--- src/rtl/text_console_ctrl.sv ---
// Write-side controller for the text-mode character RAM: accepts a byte stream,
// tracks the cursor and sequences character writes plus line/screen clears.
module text_console_ctrl #(
    parameter int unsigned COLS      = 40,
    parameter int unsigned ROWS      = 15,
    parameter int unsigned ADDR_W    = 11,
    parameter logic [7:0]  FILL_CHAR = 8'h20
) (
    input  logic              CLK,
    input  logic              reset,
    input  logic [7:0]        in_data,
    input  logic              in_valid,
    output logic              in_ready,
    output logic [ADDR_W-1:0] write_character_pos,
    output logic [7:0]        write_character,
    output logic              write_strobe,
    output logic [ADDR_W-1:0] cursor_pos,
    output logic              busy
);

    localparam int unsigned ColW = (COLS > 1) ? $clog2(COLS) : 1;
    localparam int unsigned RowW = (ROWS > 1) ? $clog2(ROWS) : 1;
    localparam int unsigned CntW = ADDR_W + 1;

    localparam logic [ColW-1:0]   ColLast  = ColW'(COLS - 1);
    localparam logic [ColW-1:0]   ColOne   = ColW'(1);
    localparam logic [RowW-1:0]   RowLast  = RowW'(ROWS - 1);
    localparam logic [RowW-1:0]   RowOne   = RowW'(1);
    localparam logic [CntW-1:0]   ColsCnt  = CntW'(COLS);
    localparam logic [CntW-1:0]   TotalCnt = CntW'(ROWS * COLS);
    localparam logic [CntW-1:0]   CntOne   = CntW'(1);
    localparam logic [ADDR_W-1:0] ColsAddr = ADDR_W'(COLS);
    localparam logic [ADDR_W-1:0] AddrOne  = ADDR_W'(1);

    typedef enum logic [1:0] {
        StIdle,
        StClearLine,
        StClearAll
    } state_e;

    state_e            state_q;
    logic [ColW-1:0]   col_q;
    logic [RowW-1:0]   row_q;
    logic [ADDR_W-1:0] base_q;
    logic [ADDR_W-1:0] cursor_q;
    logic [ADDR_W-1:0] wpos_q;
    logic [7:0]        wchar_q;
    logic              wstrobe_q;
    logic [CntW-1:0]   cnt_q;

    logic [RowW-1:0]   row_adv;
    logic [ADDR_W-1:0] base_adv;
    logic              accept;
    logic              printable;

    // Row base tracks row*COLS so no multiplier is needed; it wraps with the row.
    always_comb begin
        if (row_q == RowLast) begin
            row_adv  = '0;
            base_adv = '0;
        end else begin
            row_adv  = row_q + RowOne;
            base_adv = base_q + ColsAddr;
        end
    end

    assign in_ready  = (state_q == StIdle) && !reset;
    assign busy      = (state_q != StIdle) || reset;
    assign accept    = in_valid && in_ready;
    assign printable = (in_data >= 8'h20) && (in_data <= 8'h7E);

    assign write_character_pos = wpos_q;
    assign write_character     = wchar_q;
    assign write_strobe        = wstrobe_q;
    assign cursor_pos          = cursor_q;

    always_ff @(posedge CLK) begin
        if (reset) begin
            state_q   <= StClearAll;
            col_q     <= '0;
            row_q     <= '0;
            base_q    <= '0;
            cursor_q  <= '0;
            wpos_q    <= '0;
            wchar_q   <= '0;
            wstrobe_q <= 1'b0;
            cnt_q     <= '0;
        end else begin
            wstrobe_q <= 1'b0;
            unique case (state_q)
                StIdle: begin
                    if (accept) begin
                        if (printable) begin
                            wstrobe_q <= 1'b1;
                            wpos_q    <= cursor_q;
                            wchar_q   <= in_data;
                            if (col_q == ColLast) begin
                                col_q    <= '0;
                                row_q    <= row_adv;
                                base_q   <= base_adv;
                                cursor_q <= base_adv;
                                cnt_q    <= '0;
                                state_q  <= StClearLine;
                            end else begin
                                col_q    <= col_q + ColOne;
                                cursor_q <= cursor_q + AddrOne;
                            end
                        end else begin
                            case (in_data)
                                8'h0A: begin
                                    col_q    <= '0;
                                    row_q    <= row_adv;
                                    base_q   <= base_adv;
                                    cursor_q <= base_adv;
                                    cnt_q    <= '0;
                                    state_q  <= StClearLine;
                                end
                                8'h0D: begin
                                    col_q    <= '0;
                                    cursor_q <= base_q;
                                end
                                8'h08: begin
                                    if (col_q != '0) begin
                                        col_q     <= col_q - ColOne;
                                        cursor_q  <= cursor_q - AddrOne;
                                        wstrobe_q <= 1'b1;
                                        wpos_q    <= cursor_q - AddrOne;
                                        wchar_q   <= FILL_CHAR;
                                    end
                                end
                                8'h0C: begin
                                    col_q    <= '0;
                                    row_q    <= '0;
                                    base_q   <= '0;
                                    cursor_q <= '0;
                                    cnt_q    <= '0;
                                    state_q  <= StClearAll;
                                end
                                default: begin
                                end
                            endcase
                        end
                    end
                end
                StClearLine: begin
                    // One idle cycle after the final strobe before returning to StIdle.
                    if (cnt_q < ColsCnt) begin
                        wstrobe_q <= 1'b1;
                        wpos_q    <= base_q + cnt_q[ADDR_W-1:0];
                        wchar_q   <= FILL_CHAR;
                        cnt_q     <= cnt_q + CntOne;
                    end else begin
                        state_q <= StIdle;
                    end
                end
                StClearAll: begin
                    if (cnt_q < TotalCnt) begin
                        wstrobe_q <= 1'b1;
                        wpos_q    <= cnt_q[ADDR_W-1:0];
                        wchar_q   <= FILL_CHAR;
                        cnt_q     <= cnt_q + CntOne;
                    end else begin
                        state_q <= StIdle;
                    end
                end
                default: begin
                    state_q <= StIdle;
                end
            endcase
        end
    end

endmodule

--- config.mk ---
export PLATFORM = sky130hd
export DESIGN_NAME = text_console_ctrl
export DESIGN_NICKNAME = d
export VERILOG_FILES = /design/src/rtl/text_console_ctrl.sv
export SDC_FILE = /design/constraint.sdc
export NUM_CORES = 1
export LEC_CHECK = 0
export BUFFER_PORTS_ARGS = -buffer_cell sky130_fd_sc_hd__buf_2
export CORE_MARGIN = 4
export CORE_UTILIZATION = 61
export CTS_CLUSTER_DIAMETER = 150
export DETAILED_ROUTE_END_ITERATION = 8
export GPL_TIMING_DRIVEN = 0
export HOLD_SLACK_MARGIN = 0.03
export PLACE_DENSITY_LB_ADDON = 0.15
export SLEW_MARGIN = 15
export SYNTH_ARGS = -nofsm -noshare
export SYNTH_HDL_FRONTEND = slang
export SYNTH_SLANG_ARGS = --single-unit
export TNS_END_PERCENT = 50
--- constraint.sdc ---
create_clock -name CLK -period 2.7 [get_ports CLK]
set_input_delay 0.54 -clock CLK [delete_from_list [all_inputs] [get_ports CLK]]
set_output_delay 0.54 -clock CLK [all_outputs]
set_load 0.05 [all_outputs]
==> metrics, run 1 <==
H-tree depth=3; DR DRC count=0; IO Port Bufs=41; Worst Path Arrival=approximately 2.9 ns; register bit count reported by yosys=66; number of global-route vias before repair=5117; wire per inst=21.4 um; worst hold path class=reg -> reg; Power Dens Cells=464 nW/um^2; max-cap viol count=0; Final Hold Fails=0; Cell variety after synth=69; Met1 Wirelength=7220 um; Root Driver=clkbuf_8; Worst-Margin Slew=0.807 ns; Critical Path RT=2.99 ns; placed wire-length estimate=12800 um; die area=9530 sq um; Detailed Route Iter0 Violations=694; ys flop type=dfxtp_1; Detail Route met3 WL=2190 um; final period utilization=94.7%; pin count of the biggest net entering global routing=13; via-per-instance ratio=approximately 7.1; routed wl met2=7240 um; Final Net Count=735; share of cells above drive strength 1=12.6%; synth top area cells=dfxtp_1, a21oi_1, ha_1, o21ai_0, nand2_1; DR top layer=met4; max_slew headroom=46.2%; crit path time final=2.56 ns; post-synthesis cell area=4900 sq um; CP cell instances=ha_1 -> nand4_1 -> a211oi_1 -> a31oi_1 -> a31o_2 -> a21oi_1; CP max stage delay=0.79 ns; post-CTS sizing=0; Final setup violation count=0; Mean Syn Cell Area=7.53 sq um; I/O pins=44; Synth Instances=about 650; Mapped Nets=just under 700; cts bufs inserted=9; Worst Clk Skew=0.0103 ns; clk slew on worst S/H paths=0.08 ns; Final ANT Viol Nets=0; DR pass1 iterations=7; R2R Path Start=col_q[0]; via count=5754; Crit-path slowest cell=a211oi_1; post-synth top area cell=dfxtp_1; sequential-to-total area share from yosys stat=27.0%; Worst Path Class, Setup=reg -> reg; final slew viol count=0; DIE HEIGHT=97.6 um; area growth from synthesis to layout=11.9%; Async SR Flop Fraction=0%; GRT Total Usage=35.3%; RSZ-0062 raised after global routing=yes; leak pwr=~2.0 nW; initial antenna violation count=0; crit path max fanout=8; num rows=32; Post CTS Setup Buffer Count=0; Die Wd=97.6 um; clock buffer depth=2; Place WS=-0.126 ns; Yosys warnings=0; EDFF count, synth=0; CTS sink cnt=66; Critical Path End Type=flop; first-pass GRT wire length=approximately 27000 um; final worst slack=0.142 ns; GPL Wtd Cong=1.00; Fin Setup TNS=0 ns; Startpoint Class=flop; core area=7770 sq um; # diodes=0; share of the synthesized area in the top cell type=27.0%; Max Clk Rate=391 MHz; total grt overflow=0; Post-Route Utilization=70.6%; Filler Cell Count=676; CP startpoint=col_q[0]; clk_lat worst skew=0.36 ns; hold_buf cts=0; count leader, synth=a21oi_1; Power, Total=2.54 mW; CTS tree=done; Post-synth top cells=a21oi_1, dfxtp_1, o21ai_0; outcome=complete, no violations; reg-to-reg slack, setup=0.14 ns; DRT Wirelength=17300 um; maximum vdd drop=about 0.00041 V; initial core utilization=63.1%; worst hold path startpoint=write_character_pos[8]
## cell families after synthesis
| kind of cell | after synthesis | synth area share (%) |
|---|---|---|
| compound gates | 229 | 30.6 |
| xor+xnor | 24 | 4.29 |
| fa+ha+maj | 21 | 5.52 |
| buf+inv | 73 | 5.85 |
| flops | 66 | 27.0 |
| mux | 4 | 0.817 |
| simple gates | 234 | 25.9 |
## where the power goes
| group | switching, mW | internal, mW | total (mW) | leakage [nW] |
|---|---|---|---|---|
| registers | 0.0254 | 1.00 | 1.03 | 0.534 |
| logic | 0.369 | 0.149 | 0.518 | 1.38 |
| clock network | 0.449 | 0.547 | 0.996 | 0.109 |
| total | 0.843 | 1.70 | 2.54 | 2.03 |
## flip-flops by register name, indices dropped and copies added, names as in the netlist
register,cells
col_q,6
row_q,4
write_character_pos,11
state_q,2
write_character,8
base_q,11
cursor_pos,11
write_strobe,1
cnt_q,12
## layout by cell type (no fill, tap or decap), types with 5 or more instances in the layout
| cell | instances |
|---|---|
| a211oi_1 | 9 |
| a21o_1 | 5 |
| a21oi_1 | 71 |
| a31oi_1 | 8 |
| a32o_1 | 9 |
| and3_1 | 11 |
| buf_2 | 48 |
| clkbuf_1 | 36 |
| clkbuf_8 | 10 |
| dfxtp_1 | 66 |
| ha_1 | 20 |
| inv_1 | 27 |
| nand2_1 | 45 |
| nand2b_1 | 7 |
| nand3_1 | 27 |
| nand3b_1 | 6 |
| nand4_1 | 22 |
| nor2_1 | 42 |
| nor3_1 | 22 |
| nor3b_1 | 5 |
| nor4_1 | 6 |
| o211ai_1 | 7 |
| o21ai_0 | 48 |
| o22ai_1 | 10 |
| or3_1 | 9 |
| xnor2_1 | 15 |
| xor2_1 | 9 |
## through the flow
step                instance area [sq um]  std cells  hold WS, ns
floorplan                            4900        651        0.426
global placement                     5230        794        0.458
detailed placement                   5230        794        0.462
CTS                                  5460        810        0.474
global route                         5480        810        0.497
finish                               5480        810        0.471
## area by class of cell
class	count	area, sq um	share of cell area, %
buffer	45	181	3.31
clock buffer	10	138	2.51
clock inverter	6	88.8	1.62
inverter	28	105	1.92
multi-input combinational	512	3320	60.5
sequential	66	1320	24.1
tap	102	128	2.33
timing repair buffer	41	205	3.74
## worst max-delay path: cells and delay by family, from the launching register on
family | cells | cell delay (ns)
AOI/OAI and AO/OA | 4 | 1.36
adders and majority gates | 1 | 0.27
DFF | 1 | 0.42
and+or+nand+nor | 1 | 0.44
## worst paths after layout
check / cells past startpoint / endpoint
worst max-delay path: 6 / cursor_pos[6]
worst min-delay path: 2 / write_character_pos[8]
worst max register to register: 6 / cursor_pos[6]
worst min register to register: 2 / write_character_pos[8]
## metal layers
layer | vias to the layer above | global-route usage (%)
li1 | 2561 | -
met1 | 2690 | 49.8
met2 | 432 | 52.2
met3 | 71 | 8.76
met4 | 0 | 12.2
met5 | - | 0
Power figures use the tool's default switching activity.
==> run 2, diff against run 1 <==
--- a/config.mk
+++ b/config.mk
@@ -6,8 +6,10 @@
 export NUM_CORES = 1
 export LEC_CHECK = 0
 export BUFFER_PORTS_ARGS = -buffer_cell sky130_fd_sc_hd__buf_2
+export CELL_PAD_IN_SITES_DETAIL_PLACEMENT = 0
+export CELL_PAD_IN_SITES_GLOBAL_PLACEMENT = 2
 export CORE_MARGIN = 4
-export CORE_UTILIZATION = 61
+export CORE_UTILIZATION = 35
 export CTS_CLUSTER_DIAMETER = 150
 export DETAILED_ROUTE_END_ITERATION = 8
 export GPL_TIMING_DRIVEN = 0
==> metrics, run 2 (synthesis gave the netlist of run 1 again) <==
outcome=complete, no violations; Worst Path Arrival=between 2 and 3 ns; DRT Wirelength=18600 um; post-CTS sizing=0; maximum vdd drop=0.000279 V; Worst Clk Skew=around 0.0064 ns; initial antenna violation count=0; clk_lat worst skew=between 0.3 and 0.4 ns; Critical Path RT=2.89 ns; Final Net Count=735; Fin Setup TNS=0 ns; cell depth of the worst setup path=6; R2R Path Start=cnt_q[7]; most frequent cells in the layout=a21oi_1, dfxtp_1, buf_2, o21ai_0, nand2_1; RSZ-0062 raised after global routing=no; Power Dens Cells=500 nW/um^2; share of cells above drive strength 1=12.9%; Biggest register=cnt_q; Worst Path Class, Setup=reg -> reg; DIE HEIGHT=126 um; placed cells=about 870; Hold Worst Slack=0.467 ns; Design Area, Final=5660 sq um; pin count of the biggest net entering global routing=13; max-cap viol count=0; total grt overflow=0; Crit-path slowest cell=nor2_1; Startpoint Class=flop; Critical Path End=write_character_pos[10]; hold_buf cts=0; CP startpoint=cnt_q[7]; Critical Path End Type=flop; max_slew headroom=between 40% and 50%; worst hold path class=reg -> reg; final period utilization=a little over nine tenths; crit path max fanout=9; placed wire-length estimate=14000 um; die area=between 15000 and 20000 sq um; clk slew on worst S/H paths=~0.060 ns; GRT Total Usage=23.1%; cts bufs inserted=9; DR DRC count=0; CTS sink cnt=66; clock buffer depth=2; crit path time final=roughly 2.6 ns; commonest non-fill, non-tap cell in the layout=a21oi_1; H-tree depth=3; via-per-instance ratio=6.07; via count=5367; Die Wd=126 um; sum of buffers and inverters on the critical path=1; placed cell area=5330 sq um; I/O pins=44; Final setup violation count=0; Max Clk Rate=between 300 and 400 MHz; delay-heaviest family, CP=simple AND/OR/NAND/NOR gates; # diodes=0; Final Hold Fails=0; reg2reg end=write_character_pos[10]; IO Port Bufs=41; Final ANT Viol Nets=0; leak pwr=2.07 nW; wire per inst=21.1 um; final slew viol count=0; DR pass1 iterations=5; CP cell instances=clkbuf_1 -> nor4_1 -> a31oi_1 -> a211o_1 -> nor2_1 -> a311oi_1; number of flip-flops in the largest register=12; area growth from synthesis to layout=15.6%; CP max stage delay=0.68 ns; Worst Reg-to-Reg Cells=6; CTS tree=done; fin cells=884; Worst-Margin Slew=0.869 ns; Detailed Route Iter0 Violations=around 540; initial core utilization=36.4%; Root Driver=clkbuf_16; GPL Wtd Cong=roughly 0.93; number of global-route vias before repair=roughly 5000; reg-to-reg slack, setup=0.09 ns; core area=13500 sq um; num rows=42; first-pass GRT wire length=28800 um; Post CTS Setup Buffer Count=0
run 2: cell types whose count changed in the layout (fill, tap and decap cells not counted):
| cell | change |
|---|---|
| bufinv_16 | -1 |
| inv_6 | -1 |
| clkbuf_1 | -3 |
| clkbuf_8 | -8 |
| nor3b_1 | +1 |
| clkinv_4 | +2 |
| clkbuf_16 | +9 |
| clkinv_2 | -1 |
| clkbuf_2 | +3 |
| nor3b_2 | -1 |
run 2: worst min path at each step:
| stage | startpoint | to | slack, ns | depth (start not counted) |
|---|---|---|---|---|
| after floorplan | base_q[0] | base_q[0] | 0.43 | 2 |
| after global placement | write_character_pos[7] | write_character_pos[7] | 0.46 | 2 |
| after detailed placement | write_character_pos[7] | write_character_pos[7] | 0.46 | 2 |
| after CTS | base_q[0] | base_q[0] | 0.47 | 2 |
| after global routing | write_character_pos[7] | write_character_pos[7] | 0.49 | 2 |
| final | write_character_pos[7] | write_character_pos[7] | 0.47 | 2 |
run 2: power by group:
part | switching (mW) | internal [mW] | leakage, nW | total [mW]
Clock | 0.505 | 0.769 | 0.148 | 1.27
Combinational | 0.377 | 0.150 | 1.39 | 0.526
Sequential | 0.0256 | 1.01 | 0.534 | 1.03
Total | 0.908 | 1.92 | 2.07 | 2.83
run 2: worst register-to-register path: stages (launching register included):
cell and delay, ns:
dfxtp_1 0.31, clkbuf_1 0.19, nor4_1 0.40, a31oi_1 0.24, a211o_1 0.45, nor2_1 0.68
a311oi_1 0.18
run 2: stage by stage:
stage / setup WS, ns / util [%] / power, mW
global placement: -0.119 / 39.6 / 1.57
global route: 0.0106 / 42.1 / 2.94
detailed placement: -0.155 / 39.6 / 1.57
CTS: 0.00395 / 41.9 / 2.84
finish: 0.0878 / 42.1 / 2.83
floorplan: 0.0477 / - / 1.40
run 2: metal layers:
metal | wire length [um] | global-route usage, %
met1 | 8700 | 33.9
met2 | 8130 | 34.0
met3 | 1300 | 4.04
met4 | 472 | 8.33
met5 | 0 | 0
run 2: final cells by class:
type | count | area [sq um]
buffer | 45 | 185
clock buffer | 11 | 253
clock inverter | 5 | 62.6
fill | 1437 | 7790
inverter | 28 | 105
multi-input combinational | 512 | 3310
sequential | 66 | 1320
tap | 176 | 220
timing repair buffer | 41 | 205
